## src/rtl/alu_op_sequencer_if.sv

```systemverilog
// alu_op_sequencer_if: request, function-unit drive/return and result/status bundle
interface alu_op_sequencer_if #(
    parameter int WIDTH = 8
);
    logic             start;
    logic [3:0]       opcode;
    logic [WIDTH-1:0] a, b, y;
    logic             c, v;
    logic [1:0]       osel, fsel;
    logic [WIDTH-1:0] opa, opb;
    logic             cin;
    logic [WIDTH-1:0] result;
    logic             cf, vf, zf, nf, busy, done, err;
    modport master (
        output start, opcode, a, b, y, c, v,
        input  osel, fsel, opa, opb, cin, result, cf, vf, zf, nf, busy, done, err
    );
    modport slave (
        input  start, opcode, a, b, y, c, v,
        output osel, fsel, opa, opb, cin, result, cf, vf, zf, nf, busy, done, err
    );
endinterface

```

## src/rtl/alu_op_sequencer.sv

```systemverilog
// alu_op_sequencer: drives external add/shift/logic units, iterating shifts one bit per cycle
module alu_op_sequencer #(
    parameter int WIDTH = 8
) (
    input logic               clk_i,
    input logic               rst_i,
    alu_op_sequencer_if.slave bus
);
    localparam int CW = $clog2(WIDTH);
    typedef enum logic [1:0] {IDLE, EXEC, ITER, WB} state_e;
    state_e           state_q;
    logic [1:0]       osel_q, fsel_q;
    logic [WIDTH-1:0] opa_q, opb_q, result_q;
    logic [CW-1:0]    cnt_q;
    logic             cin_q, cf_q, vf_q, zf_q, nf_q, busy_q, done_q, err_q;
    logic             legal, shift, fin, pass;
    logic [CW-1:0]    n_d;
    logic [WIDTH-1:0] res_d;
    logic             c_d, v_d;
    always_comb begin
        legal = bus.opcode[3:2] == 2'b10 || (!bus.opcode[3] && bus.opcode[1:0] != 2'b11);
        shift = bus.opcode[3:2] == 2'b01;
        n_d   = bus.b[CW-1:0];
        fin   = state_q == EXEC || (state_q == ITER && cnt_q == CW'(1));
        // a zero-count shift lands in EXEC and returns OPA untouched
        pass  = state_q == EXEC && osel_q == 2'b01;
        res_d = pass ? opa_q : bus.y;
        c_d   = pass ? 1'b0 : bus.c;
        v_d   = pass ? 1'b0 : bus.v;
    end
    always_ff @(posedge clk_i) begin
        if (rst_i) begin
            state_q  <= IDLE;
            osel_q   <= '0;
            fsel_q   <= '0;
            opa_q    <= '0;
            opb_q    <= '0;
            cnt_q    <= '0;
            cin_q    <= 1'b0;
            result_q <= '0;
            cf_q     <= 1'b0;
            vf_q     <= 1'b0;
            zf_q     <= 1'b0;
            nf_q     <= 1'b0;
            busy_q   <= 1'b0;
            done_q   <= 1'b0;
            err_q    <= 1'b0;
        end else begin
            done_q <= 1'b0;
            err_q  <= 1'b0;
            if (fin) begin
                result_q <= res_d;
                cf_q     <= c_d;
                vf_q     <= v_d;
                zf_q     <= res_d == '0;
                nf_q     <= res_d[WIDTH-1];
                done_q   <= 1'b1;
            end
            case (state_q)
                IDLE: if (bus.start) begin
                    if (legal) begin
                        osel_q  <= bus.opcode[3:2];
                        fsel_q  <= bus.opcode[1:0];
                        opa_q   <= bus.a;
                        opb_q   <= bus.b;
                        cin_q   <= bus.opcode == 4'b0010 && cf_q;
                        cnt_q   <= n_d;
                        busy_q  <= 1'b1;
                        state_q <= (shift && n_d != '0) ? ITER : EXEC;
                    end else begin
                        err_q <= 1'b1;
                    end
                end
                EXEC: state_q <= WB;
                ITER: begin
                    opa_q   <= bus.y;
                    cnt_q   <= cnt_q - CW'(1);
                    state_q <= cnt_q == CW'(1) ? WB : ITER;
                end
                WB: begin
                    busy_q  <= 1'b0;
                    state_q <= IDLE;
                end
                default: state_q <= IDLE;
            endcase
        end
    end
    assign bus.osel   = osel_q;
    assign bus.fsel   = fsel_q;
    assign bus.opa    = opa_q;
    assign bus.opb    = opb_q;
    assign bus.cin    = cin_q;
    assign bus.result = result_q;
    assign bus.cf     = cf_q;
    assign bus.vf     = vf_q;
    assign bus.zf     = zf_q;
    assign bus.nf     = nf_q;
    assign bus.busy   = busy_q;
    assign bus.done   = done_q;
    assign bus.err    = err_q;
endmodule

```

## src/flat_wrapper.sv

```systemverilog
// flat-port wrapper written by rule: the top's interface ports become plain ports
module alu_op_sequencer_flat 
#(
    parameter int WIDTH = 8
)
  (clk_i, rst_i, bus_start, bus_opcode, bus_a, bus_b, bus_y, bus_c, bus_v, bus_osel, bus_fsel, bus_opa, bus_opb, bus_cin, bus_result, bus_cf, bus_vf, bus_zf, bus_nf, bus_busy, bus_done, bus_err);
  alu_op_sequencer_if #(.WIDTH(WIDTH)) bus_i ();
  input logic clk_i;
  input logic rst_i;
  input wire logic [$bits(bus_i.start)-1:0] bus_start;
  input wire logic [$bits(bus_i.opcode)-1:0] bus_opcode;
  input wire logic [$bits(bus_i.a)-1:0] bus_a;
  input wire logic [$bits(bus_i.b)-1:0] bus_b;
  input wire logic [$bits(bus_i.y)-1:0] bus_y;
  input wire logic [$bits(bus_i.c)-1:0] bus_c;
  input wire logic [$bits(bus_i.v)-1:0] bus_v;
  output wire logic [$bits(bus_i.osel)-1:0] bus_osel;
  output wire logic [$bits(bus_i.fsel)-1:0] bus_fsel;
  output wire logic [$bits(bus_i.opa)-1:0] bus_opa;
  output wire logic [$bits(bus_i.opb)-1:0] bus_opb;
  output wire logic [$bits(bus_i.cin)-1:0] bus_cin;
  output wire logic [$bits(bus_i.result)-1:0] bus_result;
  output wire logic [$bits(bus_i.cf)-1:0] bus_cf;
  output wire logic [$bits(bus_i.vf)-1:0] bus_vf;
  output wire logic [$bits(bus_i.zf)-1:0] bus_zf;
  output wire logic [$bits(bus_i.nf)-1:0] bus_nf;
  output wire logic [$bits(bus_i.busy)-1:0] bus_busy;
  output wire logic [$bits(bus_i.done)-1:0] bus_done;
  output wire logic [$bits(bus_i.err)-1:0] bus_err;
  assign bus_i.start = bus_start;
  assign bus_i.opcode = bus_opcode;
  assign bus_i.a = bus_a;
  assign bus_i.b = bus_b;
  assign bus_i.y = bus_y;
  assign bus_i.c = bus_c;
  assign bus_i.v = bus_v;
  assign bus_osel = bus_i.osel;
  assign bus_fsel = bus_i.fsel;
  assign bus_opa = bus_i.opa;
  assign bus_opb = bus_i.opb;
  assign bus_cin = bus_i.cin;
  assign bus_result = bus_i.result;
  assign bus_cf = bus_i.cf;
  assign bus_vf = bus_i.vf;
  assign bus_zf = bus_i.zf;
  assign bus_nf = bus_i.nf;
  assign bus_busy = bus_i.busy;
  assign bus_done = bus_i.done;
  assign bus_err = bus_i.err;
  alu_op_sequencer #(.WIDTH(WIDTH)) u_core (.clk_i(clk_i), .rst_i(rst_i), .bus(bus_i));
endmodule
```

## config.mk

```make
export PLATFORM = sky130hd
export DESIGN_NAME = alu_op_sequencer_flat
export DESIGN_NICKNAME = d
export VERILOG_FILES = /design/src/rtl/alu_op_sequencer_if.sv /design/src/rtl/alu_op_sequencer.sv /design/src/flat_wrapper.sv
export SDC_FILE = /design/constraint.sdc
export NUM_CORES = 1
export LEC_CHECK = 0
export BUFFER_PORTS_ARGS = -buffer_cell sky130_fd_sc_hd__buf_2
export CORE_MARGIN = 1.5
export CORE_UTILIZATION = 41
export DETAILED_ROUTE_END_ITERATION = 7
export PLACE_DENSITY = 0.77
export SKIP_LAST_GASP = 1
export SLEW_MARGIN = 10
export SYNTH_ARGS = -nofsm -noshare
export SYNTH_HDL_FRONTEND = slang
export SYNTH_SLANG_ARGS = --single-unit
```

## constraint.sdc

```tcl
create_clock -name clk_i -period 2.31 [get_ports clk_i]
set_input_delay 0.462 -clock clk_i [delete_from_list [all_inputs] [get_ports clk_i]]
set_output_delay 0.462 -clock clk_i [all_outputs]
set_load 0.01 [all_outputs]
```

==> flow_summary_export.csv <==
group,metric,value,unit
floorplan,die-area,4900,um2
cells_and_area,final_util,0.529,
grt,grt_antenna_before_repair,0,
critical_path,critPathLaunchType,"flip-flop",
cells_and_area,final_nets,298,
critical_path,cp_max_fo,21,
job,maxCapViolations,0,
timing,max_freq,535,MHz
cells_and_area,multi_input_area,935,um2
power_and_ir_drop,peakVddDrop,0.442,mV
placed_design,place_congestion,0.789,
synth,synth_top_area_share,0.435,
synth,ys_top_cells_by_count,"dfxtp_1 (40), nor2_1 (36), mux2i_1 (30), a211oi_1 (17), inv_1 (8)",
clocking,cts_buffers,5,
detailed_routing,drtIter0Drc,84,
detailed_routing,dr_total_vias,1597,
synth,postSynth.asyncResetShare,0,
cells_and_area,diodes,0,
synth,synth_ff_type,"dfxtp_1",
critical_path,crit_chain,"inv_1 > ha_1 > nand2_1 > o32ai_2 > buf_4 > o21ai_1 > a32o_1",
timing,min_period,1870,ps
placed_design,hpwl,3210,um
synth,synthDistinctLibCells,36,
detailed_routing,drcViolationCount,0,
grt,grt_use_total,0.185,
power_and_ir_drop,p_per_area,1120,nW/um2
timing,grt_setup_unrepaired,"false",
cells_and_area,fin_area,2290,um2
timing,tightestPinTransition,451,ps
critical_path,critPathArrivalTime,2050,ps
synth,yosysSeqAreaShare,0.435,
cells_and_area,regArea,801,um2
grt,grt_max_degree,25,
critical_path,reg2reg_depth,7,
clocking,cts_num_sinks,40,
critical_path,critical_path.max_stage_delay,340,ps
clocking,worstSkewPairLatency,290,ps
timing,final_hold_viol_count,0,
worst_hold_path,hp-class,"input pin to flip-flop",
worst_hold_path,hold_path_depth,3,
cells_and_area,synthToLayoutAreaGrowth,24.1,%
synth,synth_fp_nets,231,
clocking,cts_root_buf,"clkbuf_8",
synth,synth_area_leaders,"dfxtp_1 (43%), mux2i_1 (16%), nor2_1 (7.3%)",
synth,synth_edf_count,0,
clocking,clockBufferDepth,2,
critical_path,critPathCaptureType,"flip-flop",
timing,slew_headroom,0.698,
clocking,htreeDepth,2,
synth,yosysTopAreaCell,"dfxtp_1",
clocking,postCtsSetupRepairBufs,0,
placed_design,io_buffers,68,
grt,grt_overflow,0,
critical_path,critPathKind,"flip-flop to flip-flop",
floorplan,fp-row-count,24,
critical_path,path_buf_inv,2,
cells_and_area,nFillCells,410,
detailed_routing,ant_nets,0,
timing,period_share,0.809,
grt,first_global_vias,1553,
run_status,status,"complete, no violations",
detailed_routing,drtPass1Iterations,4,
grt,grt_pass1_wl,7270,um
clocking,cts_resized,0,
synth,postSynthAreaPerCell,9.64,um2
critical_path,critPathSlowestCell,"dfxtp_1",
timing,fin_skew,6.56,ps
cells_and_area,drive_gt1_frac,0.329,
critical_path,crit_required,2490,ps
synth,ys_ff_latch,40,
timing,fin_tns_setup,0,ps
synth,syn_area,1840,um2
critical_path,crit_family,"compound AO/OA/AOI/OAI gates",
critical_path,cp.depth,7,
placed_design,place_area,2210,um2
floorplan,die_w,70.0,um
detailed_routing,via_per_inst,5.15,
synth,synth_warnings,0,
timing,setup_viol,0,
clocking,tritoncts,"done",
floorplan,initial_core_util,0.426,
detailed_routing,totalWireLength,4280,um
synth,yosys.cell_count.top_type,"dfxtp_1",
floorplan,fp.dieH,70.0,um
clocking,cts_hold_buf,0,
floorplan,ios,69,
synth,synthesis.instances,191,
timing,maxSlewViolCount,0,
clocking,clk_pin_slew,70,ps
power_and_ir_drop,power.leakage,1.15,nW
floorplan,core_area,4320,um2
detailed_routing,routedWlPerCell,13.8,um
-- final cells by class --
| cell class | count | area share |
|---|---|---|
| Inverter | 8 | 0.0131 |
| Tap cell | 52 | 0.0285 |
| Sequential cell | 40 | 0.350 |
| Timing Repair Buffer | 73 | 0.165 |
| Multi-Input combinational cell | 130 | 0.409 |
| Clock inverter | 1 | 0.00219 |
| Clock buffer | 6 | 0.0317 |
-- cells in the final DEF, fill, tap and decap left out, drive strengths merged, types with 2 or more instances in the layout --
cell type / instances
buf: 73
dfxtp: 40
nor2: 36
mux2i: 30
a211oi: 17
inv: 8
ha: 7
clkbuf: 6
nand2: 5
a21oi: 5
nor3: 3
nor4: 3
or4: 2
nand3: 2
o21ai: 2
a221oi: 2
or3: 2
o31ai: 2
-- routing by layer --
metal	up-vias	wire length (um)	track usage
met2	35	2080	0.295
met5	-	0	0
met3	5	240	0.0592
met1	743	1890	0.235
li1	814	-	-
met4	0	68	0.0662
-- metrics by stage --
stage | setup WS (ps) | total power [mW] | instances | hold WS (ps)
after floorplan | 629 | 1.81 | 191 | 460
after global placement | 545 | 2.11 | 303 | 447
after detailed placement | 488 | 2.14 | 303 | 448
after CTS | 466 | 2.58 | 310 | 402
after global routing | 291 | 2.77 | 310 | 403
final | 440 | 2.56 | 310 | 403
-- path summary, 6_finish.rpt --
path | from | end | slack [ps]
setup / recovery | u_core.state_q[0] | u_core.cnt_q[2] | 440
setup reg to reg | u_core.state_q[0] | u_core.cnt_q[2] | 440
hold / removal | bus_b[6] | u_core.bus.opb[6] | 400
hold reg to reg | u_core.bus.vf | u_core.bus.vf | 460
-- worst reg2reg max path: cells and delay by family, from the launching register on --
family                     cells  cell delay [ps]
adders and majority gates      1              250
DFF                            1              340
buffers and inverters          2              420
AOI/OAI and AO/OA              3              640
and+or+nand+nor                1              120
-- logic make-up (layout without fill, tap and decap cells) --
family | count (synthesis) | count (layout) | synth area share
buffers and inverters | 21 | 88 | 0.0577
adders and majority gates | 7 | 7 | 0.0476
DFF | 40 | 40 | 0.435
muxes | 30 | 30 | 0.163
and+or+nand+nor | 58 | 58 | 0.146
AOI/OAI and AO/OA | 35 | 35 | 0.151
-- sequential cells by signal, indices dropped and copies added, names as in the netlist --
register	cells
u_core.bus.err	1
u_core.bus.vf	1
u_core.bus.result	7
u_core.state_q	2
u_core.bus.cf	1
u_core.bus.opb	8
u_core.bus.osel	2
u_core.bus.done	1
u_core.bus.cin	1
u_core.bus.opa	8
u_core.bus.nf	1
u_core.bus.zf	1
u_core.bus.fsel	2
u_core.cnt_q	3
u_core.bus.busy	1
-- report_power, final --
| group | switching, mW | leakage, nW | internal (mW) | total [mW] |
|---|---|---|---|---|
| Clock | 0.229 | 0.0410 | 0.205 | 0.434 |
| Combinational | 0.629 | 0.776 | 0.490 | 1.12 |
| Sequential | 0.127 | 0.328 | 0.884 | 1.01 |
No activity file was read; power rests on OpenSTA's default activity.
